### src/rtl/sram_arb_pkg.sv
// Shared state encoding and owner constants for the SRAM-like arbiter.
package sram_arb_pkg;

    typedef enum logic [1:0] {
        ST_IDLE      = 2'd0,
        ST_WAIT_ADDR = 2'd1,
        ST_WAIT_DATA = 2'd2
    } state_e;

    localparam logic OWN_INST = 1'b0;
    localparam logic OWN_DATA = 1'b1;

    function automatic logic other_master(input logic own);
        return ~own;
    endfunction

endpackage

### src/rtl/sram_arb_pick.sv
// Winner selection between the instruction and data masters.
// pointer names the master granted last; on a tie the other one wins.
module sram_arb_pick
    import sram_arb_pkg::*;
(
    input  logic i_req,
    input  logic d_req,
    input  logic pointer,
    output logic grant_vld,
    output logic grant
);

    always_comb begin
        grant_vld = i_req | d_req;
        grant     = OWN_INST;
        if (i_req && d_req) begin
            grant = other_master(pointer);
        end else if (d_req) begin
            grant = OWN_DATA;
        end
    end

endmodule

### src/rtl/sram_like_arbiter.sv
// Two-master (inst/data) to one-slave SRAM-like arbiter, one transaction outstanding.
// Define SRAM_ARB_ROUND_ROBIN_EN for alternating tie priority; default is data over inst.
//   state      | meaning
//   IDLE       | no owner, combinational pick forwarded to slave
//   WAIT_ADDR  | owner's request presented, waiting for s_addr_ok
//   WAIT_DATA  | address accepted, waiting for s_data_ok
module sram_like_arbiter
    import sram_arb_pkg::*;
#(
    parameter int ADDR_W = 32
) (
    input  logic              clk,
    input  logic              rst,

    input  logic              i_req,
    input  logic              i_wr,
    input  logic [1:0]        i_size,
    input  logic [ADDR_W-1:0] i_addr,
    input  logic [31:0]       i_wdata,
    output logic [31:0]       i_rdata,
    output logic              i_addr_ok,
    output logic              i_data_ok,

    input  logic              d_req,
    input  logic              d_wr,
    input  logic [1:0]        d_size,
    input  logic [ADDR_W-1:0] d_addr,
    input  logic [31:0]       d_wdata,
    output logic [31:0]       d_rdata,
    output logic              d_addr_ok,
    output logic              d_data_ok,

    output logic              s_req,
    output logic              s_wr,
    output logic [1:0]        s_size,
    output logic [ADDR_W-1:0] s_addr,
    output logic [31:0]       s_wdata,
    input  logic [31:0]       s_rdata,
    input  logic              s_addr_ok,
    input  logic              s_data_ok
);

    state_e state_q, state_d;
    logic   owner_q, owner_d;
    logic   last_own;
    logic   grant_vld, grant;
    logic   fwd_vld, fwd_own, addr_acc;

`ifdef SRAM_ARB_ROUND_ROBIN_EN
    logic ptr_q, ptr_d;
    assign last_own = ptr_q;
`else
    // Pretending inst was granted last makes every tie go to data.
    assign last_own = OWN_INST;
`endif

    sram_arb_pick u_pick (
        .i_req     (i_req),
        .d_req     (d_req),
        .pointer   (last_own),
        .grant_vld (grant_vld),
        .grant     (grant)
    );

    // Which master (if any) is presented to the slave this cycle.
    always_comb begin
        fwd_vld = 1'b0;
        fwd_own = owner_q;
        case (state_q)
            ST_IDLE: begin
                fwd_vld = grant_vld;
                fwd_own = grant;
            end
            ST_WAIT_ADDR: begin
                fwd_vld = (owner_q == OWN_DATA) ? d_req : i_req;
            end
            default: ;
        endcase
        if (rst) begin
            fwd_vld = 1'b0;
        end
    end

    assign addr_acc = fwd_vld & s_addr_ok;

    always_ff @(posedge clk) begin
        if (rst) begin
            state_q <= ST_IDLE;
            owner_q <= OWN_INST;
        end else begin
            state_q <= state_d;
            owner_q <= owner_d;
        end
    end

`ifdef SRAM_ARB_ROUND_ROBIN_EN
    always_ff @(posedge clk) begin
        if (rst) begin
            ptr_q <= OWN_INST;
        end else begin
            ptr_q <= ptr_d;
        end
    end

    always_comb begin
        ptr_d = ptr_q;
        if (addr_acc) begin
            ptr_d = fwd_own;
        end
    end
`endif

    always_comb begin
        state_d = state_q;
        owner_d = owner_q;
        case (state_q)
            ST_IDLE: begin
                if (grant_vld) begin
                    owner_d = grant;
                    state_d = s_addr_ok ? ST_WAIT_DATA : ST_WAIT_ADDR;
                end
            end
            ST_WAIT_ADDR: begin
                // Owner withdrawing its request (e.g. flush) abandons the handshake.
                if (!fwd_vld) begin
                    state_d = ST_IDLE;
                end else if (s_addr_ok) begin
                    state_d = ST_WAIT_DATA;
                end
            end
            ST_WAIT_DATA: begin
                if (s_data_ok) begin
                    state_d = ST_IDLE;
                end
            end
            default: begin
                state_d = ST_IDLE;
            end
        endcase
    end

    always_comb begin
        s_req     = 1'b0;
        s_wr      = 1'b0;
        s_size    = '0;
        s_addr    = '0;
        s_wdata   = '0;
        i_addr_ok = 1'b0;
        d_addr_ok = 1'b0;
        i_data_ok = 1'b0;
        d_data_ok = 1'b0;
        i_rdata   = '0;
        d_rdata   = '0;

        if (fwd_vld) begin
            s_req = 1'b1;
            if (fwd_own == OWN_DATA) begin
                s_wr    = d_wr;
                s_size  = d_size;
                s_addr  = d_addr;
                s_wdata = d_wdata;
            end else begin
                s_wr    = i_wr;
                s_size  = i_size;
                s_addr  = i_addr;
                s_wdata = i_wdata;
            end
        end

        i_addr_ok = addr_acc & (fwd_own == OWN_INST);
        d_addr_ok = addr_acc & (fwd_own == OWN_DATA);

        if ((state_q == ST_WAIT_DATA) && s_data_ok && !rst) begin
            if (owner_q == OWN_DATA) begin
                d_data_ok = 1'b1;
                d_rdata   = s_rdata;
            end else begin
                i_data_ok = 1'b1;
                i_rdata   = s_rdata;
            end
        end
    end

endmodule

### config.mk
export PLATFORM = sky130hd
export DESIGN_NAME = sram_like_arbiter
export DESIGN_NICKNAME = d
export VERILOG_FILES = /design/src/rtl/sram_arb_pkg.sv /design/src/rtl/sram_arb_pick.sv /design/src/rtl/sram_like_arbiter.sv
export SDC_FILE = /design/constraint.sdc
export NUM_CORES = 1
export LEC_CHECK = 0
export CORE_AREA = 2 2 121 123
export CTS_BUF_LIST = sky130_fd_sc_hd__clkbuf_8
export DETAILED_ROUTE_END_ITERATION = 16
export DIE_AREA = 0 0 123 125
export SYNTH_ARGS = -nofsm -noshare
export SYNTH_HDL_FRONTEND = slang
export SYNTH_SLANG_ARGS = --single-unit
### constraint.sdc
create_clock -name clk -period 1.98 [get_ports clk]
set_clock_uncertainty 0.1 [all_clocks]
set_input_delay 0.297 -clock clk [delete_from_list [all_inputs] [get_ports clk]]
set_output_delay 0.297 -clock clk [all_outputs]
set_load 0.01 [all_outputs]
==> results.toml <==
[outcome]
run_status = "finished, violations left"
failed_checks = "setup timing"

[worst_setup_path]
setup.worst_path.class = "flop to output pin"
worst_ep_arrival_time_ps = 1770
critical_path.cell_chain = "buf_6 -> nor3b_4 -> buf_6 -> buf_12 -> buf_16 -> buf_4 -> o21ai_2 -> a21oi_1 -> buf_2"
critical-path-top-cell-by-count = "buf_6"
start_kind = "flop"
maximum_net_fanout_on_the_critical_path = 8
required_time_at_the_endpoint_of_the_critical_path_ps = 1580
critical-path-max-stage-delay_ps = 330
category_of_the_worst_setup_path_capture_point = "output pin"
crit_path_top_delay_cell = "dfxtp_2"

[cts]
cts-hold-fix-buffers = 0
cts_inserted_buffers = 3
clkSinkCount = 3
tritoncts = "built"
cts.root.buffer_cell = "clkbuf_8"
clkLatencyLatePin_ps = 220
htreeDepth = 1
cts_buffer_depth = 2
clk_pin_slew_ps = 30

[yosys]
synth-adder-area-share_pct = 0
post_synth_mux_area_share_pct = 0.535
postSynthNetCount = 508
synth-xor-area-share_pct = 0
synth_compound_gate_area_share_pct = 39.1
cell_type_with_the_largest_total_area_after_synthesis = "and2_1"
synth_simple_gate_area_share_pct = 43.9
synth_largest_type_area_fraction_pct = 21.4
postSynthAreaPerCell_um2 = 5.56
synthDistinctLibCells = 26
dominant_combinational_cell_family_by_area_after_synthesis = "simple AND/OR/NAND/NOR gates"
synthesis.area_um2 = 1870
synth_sequential_area_ratio_pct = 3.21
synthTopCellsByArea = "and2_1 (21%), a21oi_1 (18%), nand3_1 (18%), o21ai_0 (17%), clkbuf_1 (4.2%)"
synth.ff_latch_count = 3
yosysWarningCount = 0
syn_inst = 336

[detailed_routing]
drt-pass1-iter-count = 4
vias = 4145
detail_route.vias_per_cell = 4.76
detail_route.iter0.violations = 124
post-route-drc-count = 0
wl_per_cell_um = 20.1
totalWireLength_mm = 17.5
number_of_nets_with_antenna_violations_after_detailed_routing = 0

[global_routing]
gr-total-overflow = 0
grt_max_degree = 41
grt_pass1_vias = 4017
grt_util_all_layers_pct = 18.7
grt_pass1_wl_mm = 22.4
number_of_antenna_violations_at_the_first_check_in_global_routing = 0

[floorplan]
placementRows = 44
die_y_um = 125
fp.dieArea_um2 = 15400
pin_count = 308
floorplan.die.width_um = 123
core_area_um2 = 14200
initial_standard_cell_utilization_of_the_core_pct = 13.2

[pwr]
max-vdd-ir-drop_mv = 0.181
leakage_dissipation_nw = 2.88
pwr_density_cell_nw_per_um2 = 321

[sta]
min_period_ps = 2170
grt_setup_unrepaired = "yes"
setup-violations-final = 133
fmaxAchievable_mhz = 461
total_count_of_hold_check_failures_in_the_final_report = 0
maxSlewViolCount = 0
fin_tns_setup_ps = -8570
timing.final.ws_setup_ps = -188
slew-limit-headroom_pct = 77.2
worst-slew-pin-transition_ps = 342
post-route-period-util_pct = 109

[cells_and_area]
finalNetCount = 859
syn2layout_area_growth_pct = 245
postLayoutCoreUtil_pct = 45.4
drive_gt1_share_pct = 51.6
antenna_cells = 0

[run]
number_of_maximum_capacitance_violations = 0

[placed_design]
finalWeightedCongestion = 0.869
port-buffer-count = 307
post-place-ws_ps = -848
hpwl_mm = 9.51

[worst_hold_path]
hp-class = "input port to flop"
## critical path, delay by kind of cell, from the launching register on
family / cells / cell delay [ps]
compound gates: 2 / 160
buf+inv: 6 / 830
flops: 1 / 330
simple gates: 1 / 220
## registers in the layout, summed over array words and instances, names as in the netlist
register	count
owner_q	1
state_q	2
## per-layer routing
layer | share of wire [%] | GRT usage, % | vias to the layer above
li1 | - | - | 1911
met1 | 40 | 21.5 | 1991
met2 | 51 | 35.3 | 219
met3 | 7.2 | 3.42 | 24
met4 | 1.5 | 3.68 | 0
met5 | 0 | 0 | -
## power breakdown
group | switching [W] | total [W] | internal, W
sequential | 0.00000807 | 0.0000757 | 0.0000677
clock | 0.0000434 | 0.000176 | 0.000132
combinational | 0.000815 | 0.00182 | 0.00100
total | 0.000866 | 0.00207 | 0.00120
## path summary, 6_finish.rpt
check	from	end	slack (ps)	cells past startpoint
setup / recovery	state_q[1]	s_wdata[30]	-190	9
hold / removal	s_data_ok	state_q[1]	500	3
setup reg to reg	state_q[1]	owner_q	430	6
hold reg to reg	owner_q	owner_q	550	3
## cells in the mapped netlist (all sizes together)
library cell,instances
a21oi,68
o21ai,68
nand3,67
and2,64
buf,24
clkbuf,21
dfxtp,3
inv,3
nor2,3
nor3b,2
nor4,2
or3b,2
a211o,1
a211oi,1
a21o,1
mux2i,1
nand3b,1
nor3,1
o21a,1
o21bai,1
o22ai,1
## cells by family (layout without fill, tap and decap cells)
group	count (synthesis)	after routing
DFF	3	3
buffers and inverters	48	398
muxes	1	1
and+or+nand+nor	142	142
AOI/OAI and AO/OA	142	142
## cells in the final DEF (no fill, tap or decap), types with 3 or more instances in the layout
cell type / n
inv_1: 4
nand3_4: 6
buf_2: 99
clkbuf_8: 3
o21ai_2: 20
o21ai_1: 27
a21oi_1: 38
a21oi_2: 29
dlygate4sd2_1: 3
and2_1: 33
clkdlybuf4s50_1: 167
buf_8: 3
nand3_2: 22
o21ai_4: 7
nand3_1: 39
buf_4: 21
clkbuf_16: 10
buf_12: 24
and2_4: 31
o21ai_0: 14
nor2_1: 3
buf_16: 6
buf_6: 56
## per-stage QoR
| step | std cells | total power (W) | cell area [um^2] | hold slack (ps) |
|---|---|---|---|---|
| final | 870 | 0.00207 | 6450 | 502 |
| after detailed placement | 803 | 0.00133 | 5220 | 578 |
| after floorplan | 336 | 0.000564 | 1870 | 269 |
| after global placement | 803 | 0.00131 | 5220 | 559 |
| after global routing | 870 | 0.00218 | 6450 | 506 |
| after CTS | 854 | 0.00175 | 5670 | 495 |
## what timing repair did
action | 4_1_cts | 5_1_grt
cloned | 16 | 13
setup buffers | 31 | 15
pin swaps | 27 | 79
gates resized for setup | 632 | 209
setup endpoints to repair | 136 | 136
## layout make-up
type                       instances  area (um^2)
fill                            1394         7750
timing repair buffer             391         3930
multi-input combinational        285         2160
tap                              184          230
sequential                         3         66.3
clock buffer                       3         41.3
inverter                           3         11.3
clock inverter                     1         3.75
No activity file was read; power rests on OpenSTA's default activity.
